`src/rtl/lb_arbiter_if.sv`:
```
// Signal bundle for lb_arbiter: two master request ports, the local-bus
// write/read request ports and the busy flag.
interface lb_arbiter_if #(
    parameter int ADDR_W = 8,
    parameter int DATA_W = 16,
    parameter int STRB_W = DATA_W / 8
);
    // Master 0
    logic              m0_req;
    logic              m0_we;
    logic [ADDR_W-1:0] m0_addr;
    logic [DATA_W-1:0] m0_wdata;
    logic [STRB_W-1:0] m0_wstrb;
    logic              m0_ack;
    logic [DATA_W-1:0] m0_rdata;
    logic              m0_err;

    // Master 1
    logic              m1_req;
    logic              m1_we;
    logic [ADDR_W-1:0] m1_addr;
    logic [DATA_W-1:0] m1_wdata;
    logic [STRB_W-1:0] m1_wstrb;
    logic              m1_ack;
    logic [DATA_W-1:0] m1_rdata;
    logic              m1_err;

    // Local-bus write and read channels
    logic [ADDR_W-1:0] lb_waddr;
    logic [DATA_W-1:0] lb_wdata;
    logic              lb_wen;
    logic [STRB_W-1:0] lb_wstrb;
    logic              lb_wready;
    logic [ADDR_W-1:0] lb_raddr;
    logic              lb_ren;
    logic [DATA_W-1:0] lb_rdata;
    logic              lb_rvalid;

    logic              busy;

    // Arbiter side: serves the masters, drives the local bus.
    modport slave (
        input  m0_req, m0_we, m0_addr, m0_wdata, m0_wstrb,
        output m0_ack, m0_rdata, m0_err,
        input  m1_req, m1_we, m1_addr, m1_wdata, m1_wstrb,
        output m1_ack, m1_rdata, m1_err,
        output lb_waddr, lb_wdata, lb_wen, lb_wstrb,
        input  lb_wready,
        output lb_raddr, lb_ren,
        input  lb_rdata, lb_rvalid,
        output busy
    );

    // Environment side: the two masters plus the local-bus slave.
    modport master (
        output m0_req, m0_we, m0_addr, m0_wdata, m0_wstrb,
        input  m0_ack, m0_rdata, m0_err,
        output m1_req, m1_we, m1_addr, m1_wdata, m1_wstrb,
        input  m1_ack, m1_rdata, m1_err,
        input  lb_waddr, lb_wdata, lb_wen, lb_wstrb,
        output lb_wready,
        input  lb_raddr, lb_ren,
        output lb_rdata, lb_rvalid,
        input  busy
    );
endinterface

```
`src/rtl/lb_arbiter.sv`:
```
// Two-master round-robin arbiter onto a single local bus with separate write
// and read channels, a per-transaction wait timeout and registered outputs.
module lb_arbiter #(
    parameter int ADDR_W  = 8,
    parameter int DATA_W  = 16,
    parameter int STRB_W  = DATA_W / 8,
    parameter int TIMEOUT = 15
) (
    input  logic         clk,
    input  logic         rst,
    lb_arbiter_if.slave  bus
);

    typedef enum logic [1:0] {
        IDLE = 2'd0,
        WR   = 2'd1,
        RD   = 2'd2,
        DONE = 2'd3
    } state_t;

    localparam int CNT_W = $clog2(TIMEOUT + 2);
    localparam logic [CNT_W-1:0] TIMEOUT_CNT = CNT_W'(TIMEOUT);
    localparam logic [DATA_W-1:0] RD_TIMEOUT_DATA = DATA_W'(16'hDEAD);

    state_t            state;
    logic [CNT_W-1:0]  wait_cnt;
    logic              last_grant;  // index of the master granted most recently
    logic              grant;       // index of the master owning the bus now

    logic              sel;
    logic              sel_we;
    logic [ADDR_W-1:0] sel_addr;
    logic [DATA_W-1:0] sel_wdata;
    logic [STRB_W-1:0] sel_wstrb;
    logic              handshake;
    logic              expired;
    logic [DATA_W-1:0] rd_result;

    // Round-robin pick and completion detection.
    // NOTE: every always_comb output gets a default first so no path leaves it unassigned (no latch).
    always_comb begin
        sel = 1'b0;
        if (bus.m0_req && bus.m1_req) begin
            sel = ~last_grant;
        end else if (bus.m1_req) begin
            sel = 1'b1;
        end

        sel_we    = sel ? bus.m1_we    : bus.m0_we;
        sel_addr  = sel ? bus.m1_addr  : bus.m0_addr;
        sel_wdata = sel ? bus.m1_wdata : bus.m0_wdata;
        sel_wstrb = sel ? bus.m1_wstrb : bus.m0_wstrb;

        handshake = ((state == WR) && bus.lb_wen && bus.lb_wready) ||
                    ((state == RD) && bus.lb_ren && bus.lb_rvalid);
        // A handshake in the cycle the counter hits its limit still completes cleanly.
        expired   = ((state == WR) || (state == RD)) && !handshake &&
                    (wait_cnt == TIMEOUT_CNT);
        rd_result = handshake ? bus.lb_rdata : RD_TIMEOUT_DATA;
    end

    // NOTE: sequential state uses non-blocking assignments so every register samples pre-edge values.
    always_ff @(posedge clk) begin
        if (rst) begin
            state        <= IDLE;
            wait_cnt     <= '0;
            last_grant   <= 1'b1;
            grant        <= 1'b0;
            bus.busy     <= 1'b0;
            bus.lb_wen   <= 1'b0;
            bus.lb_ren   <= 1'b0;
            bus.lb_waddr <= '0;
            bus.lb_wdata <= '0;
            bus.lb_wstrb <= '0;
            bus.lb_raddr <= '0;
            bus.m0_ack   <= 1'b0;
            bus.m0_err   <= 1'b0;
            bus.m0_rdata <= '0;
            bus.m1_ack   <= 1'b0;
            bus.m1_err   <= 1'b0;
            bus.m1_rdata <= '0;
        end else begin
            bus.m0_ack <= 1'b0;
            bus.m1_ack <= 1'b0;

            case (state)
                IDLE: begin
                    if (bus.m0_req || bus.m1_req) begin
                        grant      <= sel;
                        last_grant <= sel;
                        wait_cnt   <= '0;
                        bus.busy   <= 1'b1;
                        if (sel_we) begin
                            state        <= WR;
                            bus.lb_wen   <= 1'b1;
                            bus.lb_waddr <= sel_addr;
                            bus.lb_wdata <= sel_wdata;
                            bus.lb_wstrb <= sel_wstrb;
                        end else begin
                            state        <= RD;
                            bus.lb_ren   <= 1'b1;
                            bus.lb_raddr <= sel_addr;
                        end
                    end
                end

                WR, RD: begin
                    if (handshake || expired) begin
                        state      <= DONE;
                        bus.lb_wen <= 1'b0;
                        bus.lb_ren <= 1'b0;
                        bus.m0_ack <= ~grant;
                        bus.m1_ack <= grant;
                        bus.m0_err <= ~grant && expired;
                        bus.m1_err <= grant && expired;
                        // Read data is per master and held until that master's next read.
                        if (state == RD) begin
                            if (grant) begin
                                bus.m1_rdata <= rd_result;
                            end else begin
                                bus.m0_rdata <= rd_result;
                            end
                        end
                    end else begin
                        wait_cnt <= wait_cnt + CNT_W'(1);
                    end
                end

                DONE: begin
                    state    <= IDLE;
                    bus.busy <= 1'b0;
                end

                default: begin
                    state    <= IDLE;
                    bus.busy <= 1'b0;
                end
            endcase
        end
    end

endmodule

```
`src/flat_wrapper.sv`:
```
// flat-port wrapper written by rule: the top's interface ports become plain ports
module lb_arbiter_flat 
#(
    parameter int ADDR_W  = 8,
    parameter int DATA_W  = 16,
    parameter int STRB_W  = DATA_W / 8,
    parameter int TIMEOUT = 15
)
  (clk, rst, bus_m0_req, bus_m0_we, bus_m0_addr, bus_m0_wdata, bus_m0_wstrb, bus_m0_ack, bus_m0_rdata, bus_m0_err, bus_m1_req, bus_m1_we, bus_m1_addr, bus_m1_wdata, bus_m1_wstrb, bus_m1_ack, bus_m1_rdata, bus_m1_err, bus_lb_waddr, bus_lb_wdata, bus_lb_wen, bus_lb_wstrb, bus_lb_wready, bus_lb_raddr, bus_lb_ren, bus_lb_rdata, bus_lb_rvalid, bus_busy);
  lb_arbiter_if #(.ADDR_W(ADDR_W), .DATA_W(DATA_W), .STRB_W(STRB_W)) bus_i ();
  input  logic clk;
  input  logic rst;
  input wire logic [$bits(bus_i.m0_req)-1:0] bus_m0_req;
  input wire logic [$bits(bus_i.m0_we)-1:0] bus_m0_we;
  input wire logic [$bits(bus_i.m0_addr)-1:0] bus_m0_addr;
  input wire logic [$bits(bus_i.m0_wdata)-1:0] bus_m0_wdata;
  input wire logic [$bits(bus_i.m0_wstrb)-1:0] bus_m0_wstrb;
  output wire logic [$bits(bus_i.m0_ack)-1:0] bus_m0_ack;
  output wire logic [$bits(bus_i.m0_rdata)-1:0] bus_m0_rdata;
  output wire logic [$bits(bus_i.m0_err)-1:0] bus_m0_err;
  input wire logic [$bits(bus_i.m1_req)-1:0] bus_m1_req;
  input wire logic [$bits(bus_i.m1_we)-1:0] bus_m1_we;
  input wire logic [$bits(bus_i.m1_addr)-1:0] bus_m1_addr;
  input wire logic [$bits(bus_i.m1_wdata)-1:0] bus_m1_wdata;
  input wire logic [$bits(bus_i.m1_wstrb)-1:0] bus_m1_wstrb;
  output wire logic [$bits(bus_i.m1_ack)-1:0] bus_m1_ack;
  output wire logic [$bits(bus_i.m1_rdata)-1:0] bus_m1_rdata;
  output wire logic [$bits(bus_i.m1_err)-1:0] bus_m1_err;
  output wire logic [$bits(bus_i.lb_waddr)-1:0] bus_lb_waddr;
  output wire logic [$bits(bus_i.lb_wdata)-1:0] bus_lb_wdata;
  output wire logic [$bits(bus_i.lb_wen)-1:0] bus_lb_wen;
  output wire logic [$bits(bus_i.lb_wstrb)-1:0] bus_lb_wstrb;
  input wire logic [$bits(bus_i.lb_wready)-1:0] bus_lb_wready;
  output wire logic [$bits(bus_i.lb_raddr)-1:0] bus_lb_raddr;
  output wire logic [$bits(bus_i.lb_ren)-1:0] bus_lb_ren;
  input wire logic [$bits(bus_i.lb_rdata)-1:0] bus_lb_rdata;
  input wire logic [$bits(bus_i.lb_rvalid)-1:0] bus_lb_rvalid;
  output wire logic [$bits(bus_i.busy)-1:0] bus_busy;
  assign bus_i.m0_req = bus_m0_req;
  assign bus_i.m0_we = bus_m0_we;
  assign bus_i.m0_addr = bus_m0_addr;
  assign bus_i.m0_wdata = bus_m0_wdata;
  assign bus_i.m0_wstrb = bus_m0_wstrb;
  assign bus_m0_ack = bus_i.m0_ack;
  assign bus_m0_rdata = bus_i.m0_rdata;
  assign bus_m0_err = bus_i.m0_err;
  assign bus_i.m1_req = bus_m1_req;
  assign bus_i.m1_we = bus_m1_we;
  assign bus_i.m1_addr = bus_m1_addr;
  assign bus_i.m1_wdata = bus_m1_wdata;
  assign bus_i.m1_wstrb = bus_m1_wstrb;
  assign bus_m1_ack = bus_i.m1_ack;
  assign bus_m1_rdata = bus_i.m1_rdata;
  assign bus_m1_err = bus_i.m1_err;
  assign bus_lb_waddr = bus_i.lb_waddr;
  assign bus_lb_wdata = bus_i.lb_wdata;
  assign bus_lb_wen = bus_i.lb_wen;
  assign bus_lb_wstrb = bus_i.lb_wstrb;
  assign bus_i.lb_wready = bus_lb_wready;
  assign bus_lb_raddr = bus_i.lb_raddr;
  assign bus_lb_ren = bus_i.lb_ren;
  assign bus_i.lb_rdata = bus_lb_rdata;
  assign bus_i.lb_rvalid = bus_lb_rvalid;
  assign bus_busy = bus_i.busy;
  lb_arbiter #(.ADDR_W(ADDR_W), .DATA_W(DATA_W), .STRB_W(STRB_W), .TIMEOUT(TIMEOUT)) u_core (.clk(clk), .rst(rst), .bus(bus_i));
endmodule
```
`config.mk`:
```
export PLATFORM = sky130hd
export DESIGN_NAME = lb_arbiter_flat
export DESIGN_NICKNAME = d
export VERILOG_FILES = /design/src/rtl/lb_arbiter_if.sv /design/src/rtl/lb_arbiter.sv /design/src/flat_wrapper.sv
export SDC_FILE = /design/constraint.sdc
export NUM_CORES = 1
export LEC_CHECK = 0
export BUFFER_PORTS_ARGS = -buffer_cell sky130_fd_sc_hd__buf_2
export CELL_PAD_IN_SITES_DETAIL_PLACEMENT = 1
export CELL_PAD_IN_SITES_GLOBAL_PLACEMENT = 1
export CORE_MARGIN = 2
export CORE_UTILIZATION = 35
export DETAILED_ROUTE_END_ITERATION = 10
export PLACE_DENSITY_LB_ADDON = 0.1
export SYNTH_ARGS = -nofsm -noshare
export SYNTH_HDL_FRONTEND = slang
export SYNTH_SLANG_ARGS = --single-unit
export TNS_END_PERCENT = 100
```
`constraint.sdc`:
```
create_clock -name clk -period 2.2 [get_ports clk]
set_input_delay 0.44 -clock clk [delete_from_list [all_inputs] [get_ports clk]]
set_output_delay 0.44 -clock clk [all_outputs]
set_load 0.05 [all_outputs]
```
==> reports/summary.log, run 1 <==
qor: logic_synthesis.synthArstFlopShare 0%
qor: worst_setup_path.timing.critical_path.to_type flop
qor: clock_network.cts.path.max_buffers 2
qor: place.place_congestion 0.771
qor: die.die_h 107 um
qor: die.num_io_pins 149
qor: power.power_density_relative_to_cell_area 1090 nW/um^2
qor: min_path.holdCritPathClass in -> reg
qor: global_routing.grt_pass1_vias 3,545
qor: power.finalPower 5.19 mW
qor: drt.drt_pre_antenna_iters 4
qor: global_routing.grt_first_pass_wirelength 17,100 um
qor: cells_and_area.drive_above_1_share 36.2%
qor: worst_setup_path.worst_ep_arrival_time 2.33 ns
qor: die.placement_rows 37
qor: sta.fin_hold_ws 0.334 ns
qor: die.chipWidth 107 um
qor: power.leakagePower 2.09 nW
qor: global_routing.grt_max_degree 84
qor: logic_synthesis.synth.cell_area 3690 um^2
qor: worst_setup_path.critical_path_class reg -> reg
qor: cells_and_area.antenna-diode-count 0
qor: logic_synthesis.yosysSeqAreaShare 44.5%
qor: logic_synthesis.synth_top_flop_cell dfxtp_1
qor: worst_setup_path.startpoint u_core.wait_cnt[0]
qor: drt.route.final.wire_length 10,800 um
qor: run.max_cap_viol_count 0
qor: global_routing.initial_antenna_violation_count 0
qor: global_routing.grt_util_met2 30.3%
qor: worst_setup_path.kind_of_launch_point_of_the_worst_setup_path flop
qor: clock_network.worstSkewPairLatency 0.36 ns
qor: drt.wl_per_cell 15.7 um
qor: clock_network.ctsHtreeMaxLevel 3
qor: global_routing.global_route.usage.met1 23.5%
qor: worst_setup_path.cp.required 2.45 ns
qor: sta.finalClockSkew 0.0109 ns
qor: run_status.status completed
qor: die.dieArea 11,400 um^2
qor: sta.timing.final.setup_violations 0
qor: global_routing.grt_use_met3 5.53%
qor: worst_setup_path.setup.reg_to_reg.worst_slack 0.11 ns
qor: cells_and_area.syn_to_final_growth 29.7%
qor: sta.finalCritPeriodShare 94.9%
qor: clock_network.cts-buffers-inserted 9
qor: logic_synthesis.ys_ff_latch 82
qor: worst_setup_path.worst_r2r_endpoint u_core.bus.m0_rdata[4]
qor: clock_network.tritoncts done
qor: sta.max_clock_freq 0.479 GHz
qor: logic_synthesis.ys.warnings.count 0
qor: die.start_util 35.9%
qor: drt.initialDrtViolationCount 67
qor: sta.period_needed 2.09 ns
qor: drt.final_antenna_net_count 0
qor: place.place_area 4560 um^2
qor: power.peakVddDrop 596 uV
qor: logic_synthesis.synth-edff-count 0
qor: drt.drc 0
qor: clock_network.clock-root-buffer clkbuf_8
qor: logic_synthesis.post_synthesis_net_count 488
qor: place.port_buffers 148
qor: global_routing.global_route.usage.total 18.6%
qor: logic_synthesis.synth_area_per_cell 9.11 um^2
qor: worst_setup_path.crit_fanout 16
qor: clock_network.holdBufCountCts 0
qor: cells_and_area.final_nets 628
qor: sta.report.final.hold_viol_count 0
qor: clock_network.clk_transition_reported_paths 0.09 ns
qor: clock_network.clock_sinks 82
qor: cells_and_area.final_area 4780 um^2
qor: drt.route.detailed.vias_per_inst 5.14
qor: worst_setup_path.endpoint u_core.bus.m0_rdata[4]
qor: drt.dr_vias 3,528
qor: worst_setup_path.worst-r2r-cell-count 9
qor: die.placeable_core_region 10,300 um^2
qor: sta.slew-limit-headroom 61.5%
qor: logic_synthesis.synthesis.instances 405
qor: logic_synthesis.synthDistinctLibCells 49
qor: place.detailed_place_hpwl 7700 um
qor: sta.tightest_slew 0.577 ns
qor: worst_setup_path.reg2reg_from u_core.wait_cnt[0]
qor: sta.count_of_pins_over_their_slew_limit 0
qor: global_routing.global_route.overflow_total 0
qor: global_routing.grt-busiest-layer met2
-- registers in the layout, indices dropped and copies added (netlist names), 2 cells and up --
name and cells:
u_core.bus.lb_raddr 8, u_core.bus.lb_waddr 8, u_core.bus.m1_rdata 16, u_core.bus.lb_wstrb 2
u_core.state 2, u_core.bus.lb_wdata 16, u_core.wait_cnt 5, u_core.bus.m0_rdata 16
-- worst max-delay path, cell delays in order, from the launching register on --
cell       delay [ns]
dfxtp_1          0.38
ha_1             0.21
and3_1           0.18
ha_2             0.22
a21oi_2          0.08
a2111oi_4        0.39
buf_4            0.19
clkbuf_16        0.16
nand2b_1         0.11
a21oi_1          0.06
-- per-layer routing --
metal | share of wire [%] | routed length [um]
met5 | 0 | 0
met4 | 1.2 | 126
met3 | 6.4 | 689
met2 | 47 | 5090
met1 | 45 | 4860
-- cell usage in the layout, fill, tap and decap left out, types with 9 or more instances in the layout --
master and count:
a211oi_1 42, a21oi_1 53, buf_2 148, buf_4 11
clkbuf_8 9, dfxtp_1 82, inv_1 10, mux2i_1 19
nand2b_1 12, nand3_1 12, nor2_1 39, nor3_1 35
-- power breakdown --
part,switching [mW],internal (mW)
sequential,0.162,1.73
clock,0.619,0.430
combinational,1.59,0.657
total,2.38,2.82
-- worst min path at each step --
stage	startpoint	end	slack, ns	depth (start not counted)
floorplan	u_core.wait_cnt[4]	u_core.wait_cnt[4]	0.45	2
global placement	u_core.bus.m0_err	u_core.bus.m0_err	0.44	2
detailed placement	u_core.bus.m1_rdata[1]	u_core.bus.m1_rdata[1]	0.46	2
CTS	bus_lb_rdata[1]	u_core.bus.m1_rdata[1]	0.32	3
global route	bus_lb_rdata[8]	u_core.bus.m1_rdata[8]	0.32	3
finish	bus_lb_rdata[1]	u_core.bus.m1_rdata[1]	0.33	3
-- per-stage QoR --
step                      instances  util [%]  setup WS (ns)  TNS [ns]
after CTS                       684      46.2         0.0680         0
final                           686      46.6          0.113         0
after floorplan                 405         -          0.261         0
after detailed placement        668      44.4         0.0905         0
after global placement          668      44.4          0.203         0
after global routing            686      46.6        -0.0110   -0.0110
-- final cells by class --
type                    count  area (um^2)
clock buffers               9          124
clock inverters             7         58.8
fillers                  1291         5490
inverters                  11         41.3
multi-input cells         279         1860
flip-flops and latches     82         1640
well taps                 136          170
repair buffers            162          888
-- Yosys cell counts, types with 2 or more instances --
cell type  instances  share of area (%)
dfxtp_1           82                 45
a21oi_1           54                7.3
a211oi_1          42                8.5
nor2_1            39                4.0
nor3_1            35                4.7
mux2i_1           19                5.2
clkbuf_1          16                1.6
nand2b_1          12                2.0
nand3_1           12                1.6
buf_2             11                1.5
inv_1             10                1.0
mux2_2             8                2.4
ha_1               7                2.4
nand2_1            6               0.61
o21ai_0            6               0.81
and3_1             4               0.68
a221o_1            3               0.81
buf_6              3               0.92
a2111oi_0          2               0.47
a41oi_1            2               0.47
buf_1              2               0.20
nand3b_1           2               0.41
nand4b_1           2               0.47
-- logic make-up (layout without fill, tap and decap cells) --
group,after synthesis,count (layout),synth area share [%]
AO/OA/AOI/OAI,124,124,23.3
AND/OR/NAND/NOR,120,120,16.3
flip-flops,82,82,44.5
buffers and inverters,44,189,5.50
multiplexers,28,28,8.01
adder cells (fa/ha/maj),7,7,2.37
-- repair_timing --
item / 4_1_cts / 5_1_grt
gates resized for setup: 0 / 3
endpoints found under the setup margin: 0 / 9
setup buffers: 0 / 1
Note: power is estimated with default switching activity, not from simulation.
==> inputs of run 2 (changes only) <==
==> constraint.sdc (replaced) <==
create_clock -name clk -period 2.2 [get_ports clk]
set_input_delay 0.44 -clock clk [delete_from_list [all_inputs] [get_ports clk]]
set_output_delay 0.44 -clock clk [all_outputs]
set_load 0.1 [all_outputs]
==> run 2 against run 1 <==
- clock-buffer cell count is the same
- global-route usage up 1.0 points
- hold slack improved by 0.0089 ns
- design area is 4.1% higher
- critical path depth up 1
- via count rose by 3.0%
- routed wire length grew 5.4%
- clock skew increased by 0.0078 ns
- sequential power about the same
- sequential share of layout area is 1.2 points lower
- non-clock buffer count up 13
- utilization up 1.9 points
- largest power group unchanged
- highest routed layer unchanged
==> reports/summary.log, run 2 (same netlist as run 1, synthesis figures left out) <==
qor: cells_and_area.final_area 4980 um^2 [+4.1%]
qor: global_routing.initial_antenna_violation_count 0 [unchanged]
qor: place.place_area 4650 um^2 [+1.9%]
qor: worst_setup_path.cp.required 2.47 ns [+0.02 ns]
qor: die.placement_rows 37 [unchanged]
qor: clock_network.tritoncts done
qor: clock_network.cts.path.max_buffers 2 [unchanged]
qor: global_routing.global_route.usage.total 19.6% [+1.0 points]
qor: worst_setup_path.timing.critical_path.to_type flop
qor: place.place_congestion 0.742 [-3.8%]
qor: die.dieArea 11,400 um^2 [unchanged]
qor: sta.timing.final.setup_violations 0 [unchanged]
qor: drt.wl_per_cell 16.2 um [+3.3%]
qor: power.power_density_relative_to_cell_area 1270 nW/um^2 [+17%]
qor: worst_setup_path.crit_path_cell_trace ha_4 -> and3_1 -> ha_2 -> a21oi_4 -> buf_4 -> a2111oi_4 -> buf_4 -> clkbuf_16 -> buf_4 -> a211oi_1
qor: global_routing.grt_pass1_vias 3,624 [+2.2%]
qor: sta.slew-limit-headroom 49.0% [-13 points]
qor: drt.route.final.wire_length 11,400 um [+5.4%]
qor: die.placeable_core_region 10,300 um^2 [unchanged]
qor: sta.max_clock_freq 0.475 GHz [-0.91%]
qor: worst_setup_path.crit_fanout 13 [-3]
qor: sta.tightest_slew 0.763 ns [+0.186 ns]
qor: sta.fin_hold_ws 0.343 ns [+0.00890 ns]
qor: cells_and_area.final_nets 642 [+2.2%]
qor: clock_network.cts-buffers-inserted 9 [unchanged]
qor: power.sw_frac_of_total 50.6% [+4.8 points]
qor: worst_setup_path.worst_ep_arrival_time 2.38 ns [+0.05 ns]
qor: cells_and_area.fillCellCount 1,267 [-1.9%]
qor: power.switching_power 3.21 mW [+35%]
qor: sta.count_of_pins_over_their_slew_limit 0 [unchanged]
qor: drt.final_antenna_net_count 0 [unchanged]
qor: power.pwr-share-comb 50.1% [+6.7 points]
qor: drt.drt_pre_antenna_iters 4 [unchanged]
qor: drt.initialDrtViolationCount 158 [+140%]
qor: sta.finalClockSkew 0.0188 ns [+0.00784 ns]
qor: clock_network.clk_transition_reported_paths 0.10 ns [about the same]
qor: die.die_h 107 um [unchanged]
qor: clock_network.clock-root-buffer clkbuf_8
qor: worst_setup_path.cpPeakStageDelay 0.37 ns [-0.02 ns]
qor: place.port_buffers 148 [unchanged]
qor: global_routing.grt_max_degree 37 [-56%]
qor: die.chipWidth 107 um [unchanged]
qor: sta.finalCritPeriodShare 95.7% [+0.87 points]
qor: power.share_clk_of_total_power 19.9% [-0.3 points]
qor: clock_network.ctsHtreeMaxLevel 3 [unchanged]
qor: run.max_cap_viol_count 0 [unchanged]
qor: cells_and_area.drive_above_1_share 38.5% [+2.3 points]
qor: drt.route.detailed.vias_per_inst 5.19 [+0.92%]
qor: cells_and_area.layout_top_registers u_core.bus.lb_wdata x16, u_core.bus.m0_rdata x16, u_core.bus.m1_rdata x16
qor: sta.period_needed 2.11 ns [+0.0192 ns]
qor: cells_and_area.syn_to_final_growth 35.0%
qor: die.num_io_pins 149 [unchanged]
qor: drt.drc 0 [unchanged]
qor: power.peakVddDrop 648 uV [+8.7%]
qor: power.leakagePower 2.18 nW [+4.1%]
qor: worst_setup_path.critical_path_class reg -> reg
qor: global_routing.grt_first_pass_wirelength 18,100 um [+5.6%]
qor: place.detailed_place_hpwl 8020 um [+4.2%]
qor: cells_and_area.layout.cells.most_common buf_2
qor: power.p_int 3.13 mW [+11%]
qor: clock_network.worstSkewPairLatency 0.36 ns [about the same]
qor: worst_setup_path.critical_path.slowest_cell dfxtp_4
qor: min_path.holdCritPathClass in -> reg
qor: die.start_util 35.9% [unchanged]
qor: run_status.status completed
qor: cells_and_area.antenna-diode-count 0 [unchanged]
qor: power.power_frac_seq 30.0% [-6.4 points]
qor: cells_and_area.most_used_cells_in_the_layout_excluding_fill_and_tap_cells buf_2, dfxtp_1, a21oi_1
qor: worst_setup_path.critPathMostFrequentCell buf_4
qor: sta.report.final.hold_viol_count 0 [unchanged]
qor: clock_network.clock_sinks 82 [unchanged]
qor: worst_setup_path.kind_of_launch_point_of_the_worst_setup_path flop
qor: drt.dr_vias 3,633 [+3.0%]
qor: global_routing.global_route.overflow_total 0 [unchanged]
[run 2: cell count changes in the layout (fill, tap and decap cells not counted), moves of 2 or more]
cell and change:
buf_4 +13, bufinv_16 +2, dfxtp_1 -4, dfxtp_2 +3
[run 2: layer usage]
| layer | share of wire (%) | wire length [um] | global-route usage (%) |
|---|---|---|---|
| met1 | 44 | 5020 | 25.6 |
| met2 | 49 | 5580 | 32.7 |
| met4 | 1.0 | 115 | 5.01 |
| met5 | 0 | 0 | 0 |
| met3 | 5.6 | 637 | 4.50 |
[run 2: final timing paths]
check	to	slack [ns]	cells past startpoint	from
setup / recovery	u_core.bus.m0_rdata[3]	0.09	10	u_core.wait_cnt[0]
hold / removal	u_core.bus.m1_rdata[6]	0.34	3	bus_lb_rdata[6]
setup reg to reg	u_core.bus.m0_rdata[3]	0.09	10	u_core.wait_cnt[0]
hold reg to reg	u_core.bus.m0_err	0.45	2	u_core.bus.m0_err
[run 2: through the flow]
stage / instances / setup slack (ns) / setup TNS, ns / power, mW / utilization, %
5_1_grt: 700 / -0.0107 / -0.0210 / 6.67 / 48.5
3_5_place_dp: 679 / -0.205 / -2.78 / 5.06 / 45.2
2_1_floorplan: 405 / 0.244 / 0 / 4.37 / -
4_1_cts: 696 / 0.0245 / 0 / 6.36 / 47.7
3_3_place_gp: 679 / -0.0579 / -0.632 / 5.01 / 45.2
6_report: 700 / 0.0936 / 0 / 6.34 / 48.5
[run 2: worst max-delay path, delay by kind of cell (launching register included)]
| family | cells | cell delay, ns |
|---|---|---|
| adders and majority gates | 2 | 0.36 |
| and+or+nand+nor | 1 | 0.18 |
| buffers and inverters | 4 | 0.62 |
| AOI/OAI and AO/OA | 3 | 0.51 |
| DFF | 1 | 0.37 |
[run 2: repair_timing]
item                                    CTS  global route
endpoints found under the setup margin   16            31
hold buffers                              0             0
endpoints found under the hold margin     0             0
gates cloned                              1             1
pin swaps                                 1             3
buffers inserted                          0             3
gates resized for setup                   2             8
[run 2: layout make-up]
type,instances,area (um^2),share of cell area [%]
repair buffers,175,986,19.8
well taps,136,170,3.42
clock inverters,7,105,2.11
flip-flops and latches,82,1650,33.1
multi-input cells,280,1910,38.3
inverters,11,41.3,0.829
clock buffers,9,124,2.49
[run 2: power groups by stage]
stage	Clock, mW	Sequential (mW)	Combinational, mW
detailed placement	0	1.91	3.15
global placement	0	1.90	3.11
finish	1.26	1.90	3.18
CTS	1.30	1.89	3.17
floorplan	0	3.39	0.974
global route	1.36	1.94	3.37
==> inputs of run 3 (changes only) <==
BUFFER_PORTS_ARGS = -buffer_cell sky130_fd_sc_hd__clkbuf_2   (was -buffer_cell sky130_fd_sc_hd__buf_2)
REMOVE_ABC_BUFFERS = 1   (was not set)
==> run 3 against run 2 <==
- hold slack worse by 0.020 ns
- clock power is 9% lower
- global-route usage is 0.30 points lower
- first-iteration DRC count is 40% lower
- highest routed layer unchanged
==> reports/summary.log, run 3 (same netlist as run 1, synthesis figures left out) <==
qor: run_status.status completed
qor: power.peakVddDrop 601 uV [-7.2%]
qor: min_path.holdCritPathClass in -> reg
qor: sta.fin_setup_tns 0 ns [unchanged]
qor: power.share_clk_of_total_power 18.9% [-1.0 points]
qor: sta.finalClockSkew 0.0155 ns [-0.00324 ns]
qor: die.dieArea 11,400 um^2 [unchanged]
qor: place.port_buffers 148 [unchanged]
qor: drt.route.detailed.vias_per_inst 5.14 [-0.97%]
qor: sta.finalCritPeriodShare 94.8% [-0.92 points]
qor: power.switching_power 3.16 mW [-1.5%]
qor: run.max_cap_viol_count 0 [unchanged]
qor: clock_network.ctsHtreeMaxLevel 3 [unchanged]
qor: worst_setup_path.crit_fanout 32 [+19]
qor: sta.timing.final.setup_violations 0 [unchanged]
qor: global_routing.initial_antenna_violation_count 0 [unchanged]
qor: drt.route.final.wire_length 10,700 um [-5.4%]
qor: drt.dr_vias 3,531 [-2.8%]
qor: cells_and_area.layout_top_registers u_core.bus.lb_wdata x16, u_core.bus.m0_rdata x16, u_core.bus.m1_rdata x16
qor: power.finalPower 6.09 mW [-3.9%]
qor: worst_setup_path.cp.required 2.47 ns [about the same]
qor: sta.period_needed 2.09 ns [-0.0202 ns]
qor: cells_and_area.syn_to_final_growth 30.7%
qor: global_routing.grt_max_degree 34 [-8.1%]
qor: worst_setup_path.critical_path_class reg -> reg
qor: die.die_h 107 um [unchanged]
qor: cells_and_area.drive_above_1_share 36.1% [-2.4 points]
qor: global_routing.global_route.usage.total 19.3% [-0.30 points]
qor: power.sw_frac_of_total 51.9% [+1.3 points]
qor: cells_and_area.final_nets 629 [-2.0%]
qor: drt.drt_pre_antenna_iters 4 [unchanged]
qor: drt.drc 0 [unchanged]
qor: place.detailed_place_hpwl 7910 um [-1.4%]
qor: global_routing.global_route.overflow_total 0 [unchanged]
qor: cells_and_area.layout.cells.most_common clkbuf_2
qor: place.place_congestion 0.776 [+4.7%]
qor: clock_network.cts_setup_buffers 0 [unchanged]
qor: sta.rsz0062_at_grt no
qor: global_routing.grt_first_pass_wirelength 17,500 um [-3.2%]
qor: global_routing.grt_pass1_vias 3,520 [-2.9%]
qor: clock_network.clock-root-buffer clkbuf_8
qor: power.power_density_relative_to_cell_area 1260 nW/um^2 [-0.77%]
qor: sta.slew-limit-headroom 54.6% [+5.6 points]
qor: sta.count_of_pins_over_their_slew_limit 0 [unchanged]
qor: die.chipWidth 107 um [unchanged]
qor: sta.report.final.hold_viol_count 0 [unchanged]
qor: worst_setup_path.kind_of_launch_point_of_the_worst_setup_path flop
qor: cells_and_area.antenna-diode-count 0 [unchanged]
qor: drt.initialDrtViolationCount 95 [-40%]
qor: drt.final_antenna_net_count 0 [unchanged]
qor: die.placeable_core_region 10,300 um^2 [unchanged]
qor: clock_network.cts-buffers-inserted 9 [unchanged]
qor: die.start_util 35.9% [unchanged]
qor: power.power_frac_seq 31.1% [+1.1 points]
qor: power.leakagePower 2.07 nW [-5.0%]
qor: sta.fin_hold_ws 0.323 ns [-0.0201 ns]
qor: die.num_io_pins 149 [unchanged]
qor: cells_and_area.most_used_cells_in_the_layout_excluding_fill_and_tap_cells clkbuf_2, dfxtp_1, a21oi_1
qor: clock_network.worstSkewPairLatency 0.36 ns [about the same]
qor: clock_network.tritoncts done
qor: clock_network.cts.path.max_buffers 2 [unchanged]
qor: worst_setup_path.worst_ep_arrival_time 2.35 ns [-0.03 ns]
qor: drt.wl_per_cell 15.6 um [-3.6%]
qor: clock_network.clk_transition_reported_paths 0.10 ns [about the same]
qor: die.placement_rows 37 [unchanged]
qor: sta.tightest_slew 0.681 ns [-0.0817 ns]
qor: worst_setup_path.timing.critical_path.to_type flop
qor: power.p_int 2.93 mW [-6.4%]
qor: sta.max_clock_freq 0.479 GHz [+0.97%]
qor: power.pwr-share-comb 50.0% [about the same]
qor: clock_network.clock_sinks 82 [unchanged]
-- run 3: changes by cell type in the layout (fill, tap and decap cells not counted), moves of 2 or more --
cell      delta
buf_2      -148
buf_12       +2
buf_4       -13
dfxtp_2      -3
dfxtp_1      +4
clkinv_4     +2
clkbuf_2   +148
-- run 3: layout make-up --
cell class,count,area (um^2)
clock buffers,9,124
clock inverters,7,83.8
fillers,1256,5460
inverters,11,41.3
multi-input cells,279,1860
flip-flops and latches,82,1640
well taps,136,170
repair buffers,163,903
-- run 3: path summary, 6_finish.rpt --
check / depth (start not counted) / start / slack, ns / to
min reg2reg: 2 / u_core.bus.m0_err / 0.46 / u_core.bus.m0_err
max reg2reg: 8 / u_core.wait_cnt[0] / 0.11 / u_core.bus.m0_rdata[12]
min: 3 / bus_lb_rdata[6] / 0.32 / u_core.bus.m0_rdata[6]
max: 8 / u_core.wait_cnt[0] / 0.11 / u_core.bus.m0_rdata[12]
-- run 3: routing by layer --
| metal | track usage [%] | vias up | part of all wire [%] |
|---|---|---|---|
| li1 | - | 1768 | - |
| met1 | 24.2 | 1642 | 44 |
| met2 | 31.4 | 106 | 47 |
| met3 | 5.29 | 15 | 6.1 |
| met4 | 7.61 | 0 | 2.0 |
| met5 | 0 | - | 0 |
-- run 3: worst max-delay path, cell delays in order (launching register included) --
cell and delay [ns]:
dfxtp_1 0.37, ha_1 0.20, and3_1 0.16, ha_1 0.24, a21oi_2 0.10, a2111oi_4 0.42
buf_12 0.22, nor2_1 0.06, a211oi_1 0.22
-- run 3: power by group through the flow --
stage / Clock (mW) / Combinational, mW / Sequential (mW)
6_report: 1.15 / 3.05 / 1.89
5_1_grt: 1.25 / 3.23 / 1.93
4_1_cts: 1.19 / 3.06 / 1.89
3_5_place_dp: 0 / 3.05 / 1.92
3_3_place_gp: 0 / 3.02 / 1.92
2_1_floorplan: 0 / 0.891 / 3.39
-- run 3: timing repair --
| action | in CTS | in global routing |
|---|---|---|
| endpoints found under the setup margin | 0 | 11 |
| resized for setup | 0 | 2 |
| hold buffers | 0 | 0 |
-- run 3: through the flow --
| stage | setup slack, ns | cell area, um^2 | utilization [%] | instances |
|---|---|---|---|---|
| final | 0.114 | 4820 | 46.9 | 687 |
| after global routing | 0.00450 | 4820 | 46.9 | 687 |
| after CTS | 0.0541 | 4820 | 46.9 | 687 |
| after detailed placement | 0.0801 | 4610 | 44.8 | 671 |
| after global placement | 0.198 | 4610 | 44.8 | 671 |
| after floorplan | -0.544 | 3530 | - | 372 |
